File: src/rtl/fec_pkg.sv
// rtl/fec_pkg.sv - shared FEC widths, uplink frame constants and frame-assembler state type
package fec_pkg;

  localparam int UART_MDW        = 8;
  localparam int UART_RX_FAW     = 3;
  localparam int ENC0_DATA_DEPTH = 8;
  localparam int ENC0_DATA_WIDTH = 8;
  localparam int CRC0_WIDTH      = 8;
  localparam int ENC1_DATA_DEPTH = 4;
  localparam int ENC1_DATA_WIDTH = 4;
  localparam int CRC1_WIDTH      = 4;

  localparam int UL_FRAME0_BYTES = 10;
  localparam int UL_FRAME1_BYTES = 5;

  typedef enum logic [2:0] {
    UL_IDLE,
    UL_COLLECT,
    UL_START,
    UL_WAIT_DEC,
    UL_REPORT
  } ul_frm_state_t;

endpackage

File: src/rtl/ul_frame_assembler_if.sv
// rtl/ul_frame_assembler_if.sv - UART receive byte stream feeding the uplink frame assembler
interface ul_frame_assembler_if;

  logic [fec_pkg::UART_MDW-1:0] rx_data;
  logic                         rx_valid;
  logic                         rx_err;

  modport master (output rx_data, output rx_valid, output rx_err);
  modport slave  (input  rx_data, input  rx_valid, input  rx_err);

endinterface

File: src/rtl/ul_frame_assembler_gap_timer.sv
// rtl/ul_frame_assembler_gap_timer.sv - inter-byte idle counter, expires after BYTE_TIMEOUT idle cycles
module ul_gap_timer #(
  parameter int BYTE_TIMEOUT = 1024
) (
  input  logic clk,
  input  logic rst_n,
  input  logic i_en,
  input  logic i_clr,
  output logic o_expired
);

  localparam int CW = (BYTE_TIMEOUT > 2) ? $clog2(BYTE_TIMEOUT) : 1;
  localparam logic [CW-1:0] LAST = CW'(BYTE_TIMEOUT - 1);

  logic [CW-1:0] r_cnt;

  always_ff @(posedge clk or negedge rst_n) begin
    if (!rst_n) begin
      r_cnt <= '0;
    end else if (!i_en || i_clr) begin
      r_cnt <= '0;
    end else if (r_cnt != LAST) begin
      r_cnt <= r_cnt + 1'b1;
    end
  end

  // An arriving byte beats expiry in the same cycle.
  assign o_expired = i_en && !i_clr && (r_cnt == LAST);

endmodule

File: src/rtl/ul_frame_assembler.sv
// rtl/ul_frame_assembler.sv - collects UART bytes into one FEC frame and sequences decode/status
// Optional inter-byte timeout enabled by defining UL_FRAME_TIMEOUT_EN.
module ul_frame_assembler
  import fec_pkg::*;
#(
  parameter int BYTE_TIMEOUT = 1024,
  parameter int FRAME0_BYTES = UL_FRAME0_BYTES,
  parameter int FRAME1_BYTES = UL_FRAME1_BYTES
) (
  input  logic                                       clk,
  input  logic                                       rst_n,
  ul_frame_assembler_if.slave                        rx,
  input  logic                                       enc_sel,
  output logic                                       enc_used,
  output logic [2**UART_RX_FAW-2:0][UART_MDW-1:0]    data_in,
  output logic                                       enc0_start,
  output logic [ENC0_DATA_DEPTH-1:0]                 enc0_row_p,
  output logic [ENC0_DATA_WIDTH-1:0]                 enc0_col_p,
  output logic [CRC0_WIDTH-1:0]                      crc0_data,
  output logic                                       enc1_start,
  output logic [ENC1_DATA_DEPTH-1:0]                 enc1_row_p,
  output logic [ENC1_DATA_WIDTH-1:0]                 enc1_col_p,
  output logic [CRC1_WIDTH-1:0]                      crc1_data,
  input  logic                                       crc0_done,
  input  logic                                       crc0_valid,
  input  logic                                       crc1_done,
  input  logic                                       crc1_valid,
  input  logic                                       uncor_err,
  output logic                                       frame_done,
  output logic                                       frame_ok,
  output logic                                       frame_drop,
  output logic                                       rx_overrun,
  output logic                                       busy
);

  ul_frm_state_t                              r_state;
  logic [3:0]                                 r_byte_cnt;
  logic                                       r_enc_used;
  logic [2**UART_RX_FAW-2:0][UART_MDW-1:0]    r_data_in;
  logic [ENC0_DATA_DEPTH-1:0]                 r_enc0_row_p;
  logic [ENC0_DATA_WIDTH-1:0]                 r_enc0_col_p;
  logic [CRC0_WIDTH-1:0]                      r_crc0_data;
  logic [ENC1_DATA_DEPTH-1:0]                 r_enc1_row_p;
  logic [ENC1_DATA_WIDTH-1:0]                 r_enc1_col_p;
  logic [CRC1_WIDTH-1:0]                      r_crc1_data;
  logic                                       r_enc0_start;
  logic                                       r_enc1_start;
  logic                                       r_frame_done;
  logic                                       r_frame_ok;
  logic                                       r_frame_drop;
  logic                                       r_rx_overrun;

  logic       w_timeout;
  logic [3:0] w_last_idx;
  logic       w_done;
  logic       w_valid;

`ifdef UL_FRAME_TIMEOUT_EN
  ul_gap_timer #(.BYTE_TIMEOUT(BYTE_TIMEOUT)) u_gap_timer (
    .clk       (clk),
    .rst_n     (rst_n),
    .i_en      (r_state == UL_COLLECT),
    .i_clr     (rx.rx_valid),
    .o_expired (w_timeout)
  );
`else
  // No gap timer: constant false for every legal BYTE_TIMEOUT.
  assign w_timeout = (BYTE_TIMEOUT == 0);
`endif

  assign w_last_idx = r_enc_used ? 4'(FRAME1_BYTES - 1) : 4'(FRAME0_BYTES - 1);
  assign w_done     = r_enc_used ? crc1_done  : crc0_done;
  assign w_valid    = r_enc_used ? crc1_valid : crc0_valid;

  always_ff @(posedge clk or negedge rst_n) begin
    if (!rst_n) begin
      r_state      <= UL_IDLE;
      r_byte_cnt   <= '0;
      r_enc_used   <= 1'b0;
      r_data_in    <= '0;
      r_enc0_row_p <= '0;
      r_enc0_col_p <= '0;
      r_crc0_data  <= '0;
      r_enc1_row_p <= '0;
      r_enc1_col_p <= '0;
      r_crc1_data  <= '0;
      r_enc0_start <= 1'b0;
      r_enc1_start <= 1'b0;
      r_frame_done <= 1'b0;
      r_frame_ok   <= 1'b0;
      r_frame_drop <= 1'b0;
      r_rx_overrun <= 1'b0;
    end else begin
      r_enc0_start <= 1'b0;
      r_enc1_start <= 1'b0;
      r_frame_done <= 1'b0;
      r_frame_drop <= 1'b0;
      r_rx_overrun <= 1'b0;
      case (r_state)
        UL_IDLE: begin
          if (rx.rx_valid && !rx.rx_err) begin
            r_enc_used   <= enc_sel;
            r_data_in[0] <= rx.rx_data;
            r_byte_cnt   <= 4'd1;
            r_state      <= UL_COLLECT;
          end
        end
        UL_COLLECT: begin
          if (rx.rx_err) begin
            r_byte_cnt   <= '0;
            r_frame_drop <= 1'b1;
            r_state      <= UL_IDLE;
          end else if (rx.rx_valid) begin
            if (!r_enc_used) begin
              case (r_byte_cnt)
                4'd0, 4'd1, 4'd2, 4'd3, 4'd4, 4'd5, 4'd6:
                  r_data_in[r_byte_cnt[2:0]] <= rx.rx_data;
                4'd7: r_crc0_data  <= rx.rx_data;
                4'd8: r_enc0_row_p <= rx.rx_data;
                4'd9: r_enc0_col_p <= rx.rx_data;
                default: ;
              endcase
            end else begin
              case (r_byte_cnt)
                4'd0, 4'd1, 4'd2:
                  r_data_in[r_byte_cnt[2:0]] <= rx.rx_data;
                4'd3: r_crc1_data <= rx.rx_data[3:0];
                4'd4: begin
                  r_enc1_row_p <= rx.rx_data[3:0];
                  r_enc1_col_p <= rx.rx_data[7:4];
                end
                default: ;
              endcase
            end
            if (r_byte_cnt == w_last_idx) begin
              r_byte_cnt   <= '0;
              r_enc0_start <= !r_enc_used;
              r_enc1_start <= r_enc_used;
              r_state      <= UL_START;
            end else begin
              r_byte_cnt <= r_byte_cnt + 4'd1;
            end
          end else if (w_timeout) begin
            r_byte_cnt   <= '0;
            r_frame_drop <= 1'b1;
            r_state      <= UL_IDLE;
          end
        end
        UL_START: begin
          r_rx_overrun <= rx.rx_valid;
          r_state      <= UL_WAIT_DEC;
        end
        UL_WAIT_DEC: begin
          r_rx_overrun <= rx.rx_valid;
          if (w_done) begin
            r_frame_ok   <= w_valid && !uncor_err;
            r_frame_done <= 1'b1;
            r_state      <= UL_REPORT;
          end
        end
        UL_REPORT: begin
          r_rx_overrun <= rx.rx_valid;
          r_state      <= UL_IDLE;
        end
        default: r_state <= UL_IDLE;
      endcase
    end
  end

  assign enc_used   = r_enc_used;
  assign data_in    = r_data_in;
  assign enc0_start = r_enc0_start;
  assign enc0_row_p = r_enc0_row_p;
  assign enc0_col_p = r_enc0_col_p;
  assign crc0_data  = r_crc0_data;
  assign enc1_start = r_enc1_start;
  assign enc1_row_p = r_enc1_row_p;
  assign enc1_col_p = r_enc1_col_p;
  assign crc1_data  = r_crc1_data;
  assign frame_done = r_frame_done;
  assign frame_ok   = r_frame_ok;
  assign frame_drop = r_frame_drop;
  assign rx_overrun = r_rx_overrun;
  assign busy       = (r_state != UL_IDLE);

endmodule

File: src/flat_wrapper.sv
// flat-port wrapper written by rule: the top's interface ports become plain ports
module ul_frame_assembler_flat import fec_pkg::*;
#(
  parameter int BYTE_TIMEOUT = 1024,
  parameter int FRAME0_BYTES = UL_FRAME0_BYTES,
  parameter int FRAME1_BYTES = UL_FRAME1_BYTES
)
  (clk, rst_n, enc_sel, enc_used, data_in, enc0_start, enc0_row_p, enc0_col_p, crc0_data, enc1_start, enc1_row_p, enc1_col_p, crc1_data, crc0_done, crc0_valid, crc1_done, crc1_valid, uncor_err, frame_done, frame_ok, frame_drop, rx_overrun, busy, rx_rx_data, rx_rx_valid, rx_rx_err);
  ul_frame_assembler_if rx_i ();
  input  logic clk;
  input  logic rst_n;
  input  logic enc_sel;
  output logic enc_used;
  output logic [2**UART_RX_FAW-2:0][UART_MDW-1:0] data_in;
  output logic enc0_start;
  output logic [ENC0_DATA_DEPTH-1:0] enc0_row_p;
  output logic [ENC0_DATA_WIDTH-1:0] enc0_col_p;
  output logic [CRC0_WIDTH-1:0] crc0_data;
  output logic enc1_start;
  output logic [ENC1_DATA_DEPTH-1:0] enc1_row_p;
  output logic [ENC1_DATA_WIDTH-1:0] enc1_col_p;
  output logic [CRC1_WIDTH-1:0] crc1_data;
  input  logic crc0_done;
  input  logic crc0_valid;
  input  logic crc1_done;
  input  logic crc1_valid;
  input  logic uncor_err;
  output logic frame_done;
  output logic frame_ok;
  output logic frame_drop;
  output logic rx_overrun;
  output logic busy;
  input wire logic [$bits(rx_i.rx_data)-1:0] rx_rx_data;
  input wire logic [$bits(rx_i.rx_valid)-1:0] rx_rx_valid;
  input wire logic [$bits(rx_i.rx_err)-1:0] rx_rx_err;
  assign rx_i.rx_data = rx_rx_data;
  assign rx_i.rx_valid = rx_rx_valid;
  assign rx_i.rx_err = rx_rx_err;
  ul_frame_assembler #(.BYTE_TIMEOUT(BYTE_TIMEOUT), .FRAME0_BYTES(FRAME0_BYTES), .FRAME1_BYTES(FRAME1_BYTES)) u_core (.clk(clk), .rst_n(rst_n), .rx(rx_i), .enc_sel(enc_sel), .enc_used(enc_used), .data_in(data_in), .enc0_start(enc0_start), .enc0_row_p(enc0_row_p), .enc0_col_p(enc0_col_p), .crc0_data(crc0_data), .enc1_start(enc1_start), .enc1_row_p(enc1_row_p), .enc1_col_p(enc1_col_p), .crc1_data(crc1_data), .crc0_done(crc0_done), .crc0_valid(crc0_valid), .crc1_done(crc1_done), .crc1_valid(crc1_valid), .uncor_err(uncor_err), .frame_done(frame_done), .frame_ok(frame_ok), .frame_drop(frame_drop), .rx_overrun(rx_overrun), .busy(busy));
endmodule
File: config.mk
export PLATFORM = sky130hd
export DESIGN_NAME = ul_frame_assembler_flat
export DESIGN_NICKNAME = d
export VERILOG_FILES = /design/src/rtl/fec_pkg.sv /design/src/rtl/ul_frame_assembler_if.sv /design/src/rtl/ul_frame_assembler_gap_timer.sv /design/src/rtl/ul_frame_assembler.sv /design/src/flat_wrapper.sv
export SDC_FILE = /design/constraint.sdc
export NUM_CORES = 1
export LEC_CHECK = 0
export ABC_AREA = 1
export CAP_MARGIN = 20
export CORE_UTILIZATION = 52
export DETAILED_ROUTE_END_ITERATION = 12
export GPL_ROUTABILITY_DRIVEN = 0
export PLACE_DENSITY = 0.85
export SLEW_MARGIN = 20
export SYNTH_ARGS = -nofsm -noshare
export SYNTH_HDL_FRONTEND = slang
export SYNTH_HIERARCHICAL = 1
export SYNTH_SLANG_ARGS = --single-unit
File: constraint.sdc
create_clock -name clk -period 2.98 [get_ports clk]
set_input_delay 0.894 -clock clk [delete_from_list [all_inputs] [get_ports clk]]
set_output_delay 0.894 -clock clk [all_outputs]
set_load 0.01 [all_outputs]
==> metrics.md, run 1 <==
| Metric | Value |
|---|---|
| Routed wire per std cell | 15.9 um |
| Post-route cell area | 5880 um2 |
| Finished Layout Cells | 673 |
| Power, Total | 4.93 mW |
| DR vias | 3,556 |
| Initial antenna violation count | 0 |
| Post-route ant nets | 0 |
| Area after DPL | 5680 um2 |
| CP Launch Type | flop |
| Cell Area, Synth | 4470 um2 |
| Final setup fails | 0 |
| Slowest Stage Delay on Critical Path | 560 ps |
| Max Slew Vio Count | 0 |
| First-pass GRT wire length | 17,000 um |
| WHS | 344 ps |
| Largest net degree at the start of global routing | 63 |
| Highest clock rate | 388 MHz |
| Die height | 94.7 um |
| Ys flop type | dfrtp_1 |
| Synth top area cells | dfrtp_1 59%, nand2_1 11%, o21ai_1 7.6% |
| Layout cells sized above 1 | 0.106 |
| # resized after CTS | 0 |
| Levels on crit path | 3 |
| Die W | 94.7 um |
| Slew margin rel. | 0.589 |
| CP required | 2090 ps |
| Final HPWL DP | 7550 um |
| Family with the most delay on the worst path | buffers and inverters |
| PD cells | 838 nW/um2 |
| Net count after synthesis | 470 |
| GRT Util Overall | 0.255 |
| Num rows | 33 |
| Status | complete, no violations |
| Layout area overhead | 31.6% |
| Buf/Inv on CP | 2 |
| Worst Path Class, Setup | reg2out |
| Synth warnings | 6 |
| Post-synthesis cell count | 448 |
| Synth unique cells | 26 |
| ANT cells | 0 |
| Vias in the first global route | 3,370 |
| CTS H-tree depth | 3 |
| FILL cells | 625 |
| # clock sinks | 106 |
| Commonest cells post-synth | 126 x nand2_1, 106 x dfrtp_1, 68 x o21ai_1 |
| CTS Root Cell | clkbuf_8 |
| Pre-antenna DRT Iters | 6 |
| EDFF count, synth | 0 |
| Count leader, synth | nand2_1 |
| Largest area contributor in the netlist | dfrtp_1 |
| Die footprint | 8960 um2 |
| WL final | 10,700 um |
| Worst skew pair latency | 360 ps |
| I/O Pins | 118 |
| Hold Buf Count CTS | 0 |
| Tcrit/Tclk final | 0.865 |
| DRC | 0 |
| CTS tree | built |
| Worst-path cell chain | inv_1, nand2_1, clkdlybuf4s50_1 |
| Max Cap Viol | 0 |
| CTS max path bufs | 2 |
| Worst slew pin tran | 616 ps |
| Clock Skew | 9.32 ps |
| DRT iter0 DRCs | 256 |
| Sequential element share of the synthesized area | 0.594 |
| Yosys top cell area share | 0.594 |
| Crit-path slowest cell | dfrtp_1 |
| LEAKAGE | 2.63 nW |
| Core area | 8260 um2 |
| CP Capture Type | primary output |
| CTS buffer count | 9 |
| PortBufs | 117 |
| RSZ-0062 raised after global routing | false |
| Placed instance count | 657 |
| R2R depth | 11 |
| Peak supply drop | 0.489 mV |
| Setup bufs post-CTS | 0 |
| Clock-pin transition on the worst setup and hold timing paths | 100 ps |
| Initial core utilization | 0.541 |
| Async set or reset register ratio after synthesis | 1.00 |
| Congestion Overflow GR | 0 |
| TNS Setup | 0 ps |
| Hold Crit Class | in2async |
| Post-route minimum period | 2580 ps |
| Syn Area/Cell | 9.97 um2 |
| Final net count | 585 |
| Final hold violation count | 0 |
| Synth Register Bits | 106 |
| Via/cell ratio | 5.28 |
| Crit-path max FO | 9 |
| Critical path arrival | 1680 ps |
==> state kept, by name, summed over array words and instances, names as in the netlist, 3 cells and up <==
| name | flops |
|---|---|
| u_core/enc0_row_p | 8 |
| u_core/enc1_col_p | 4 |
| u_core/r_byte_cnt | 4 |
| u_core/data_in | 56 |
| u_core/enc1_row_p | 4 |
| u_core/crc1_data | 4 |
| u_core/r_state | 3 |
| u_core/enc0_col_p | 8 |
| u_core/crc0_data | 8 |
==> power by group <==
| part | leakage [nW] | internal [mW] | total [mW] | switching [mW] |
|---|---|---|---|---|
| registers | 1.43 | 1.80 | 2.06 | 0.269 |
| clock network | 0.0925 | 0.390 | 0.870 | 0.479 |
| logic | 1.10 | 0.922 | 1.99 | 1.07 |
==> cell families after synthesis <==
group | count (synthesis) | share of synthesized area
buffers and inverters | 40 | 0.0476
and+or+nand+nor | 201 | 0.227
DFF | 106 | 0.594
AOI/OAI and AO/OA | 97 | 0.120
adders and majority gates | 4 | 0.0112
==> worst paths after layout <==
path | startpoint | to | slack (ps)
worst min register to register | u_core/data_in[0] | u_core/data_in[0] | 480
worst max register to register | u_core/r_byte_cnt[0] | u_core/data_in[6] | 810
worst min-delay path | rst_n | u_core/rx_overrun | 340
max in group asynchronous | rst_n | u_core/data_in[38] | 1980
worst max-delay path | u_core/r_state[0] | busy | 400
min in group clk | u_core/data_in[0] | u_core/data_in[0] | 480
==> metal layers <==
metal	GRT usage	share of wire	up-vias
met1	0.341	0.44	1716
met3	0.0443	0.066	8
met4	0.0997	0.012	0
met5	0	0	-
li1	-	-	1699
met2	0.414	0.49	133
==> cell type report <==
class	instances	area [um2]	area share
clock inverter	6	67.6	0.0115
clock buffer	10	128	0.0217
multi-input combinational	302	1600	0.272
timing repair buffer	120	1200	0.205
inverter	24	95.1	0.0162
sequential	106	2650	0.451
tap	105	131	0.0223
==> stage by stage <==
stage | setup slack (ps) | util
after floorplan | 1090 | -
after global placement | 460 | 0.688
after detailed placement | 365 | 0.688
after CTS | 387 | 0.712
after global routing | 325 | 0.712
final | 401 | 0.712
==> layout by cell type (no fill, tap or decap), drive strengths merged <==
cell type / netlist / final
o21ai: 86 / 86
buf: 12 / 4
a21oi: 11 / 11
nand4: 10 / 10
clkinvlp: 0 / 2
dfrtp: 106 / 106
nand2: 132 / 132
nor3: 2 / 2
nand3: 19 / 19
clkdlybuf4s50: 0 / 116
clkbuf: 4 / 10
nor2: 38 / 38
ha: 4 / 4
bufinv: 0 / 1
clkinv: 1 / 4
inv: 23 / 23
Power figures use the tool's default switching activity.
==> inputs of run 2 (changes only) <==
--- a/config.mk
+++ b/config.mk
@@ -8,6 +8,7 @@
 export ABC_AREA = 1
 export CAP_MARGIN = 20
 export CORE_UTILIZATION = 52
+export CTS_CLUSTER_DIAMETER = 60
 export DETAILED_ROUTE_END_ITERATION = 12
 export GPL_ROUTABILITY_DRIVEN = 0
 export PLACE_DENSITY = 0.85
==> results of run 2 <==
The final DEF is identical to that of run 1; final timing and power are the same.
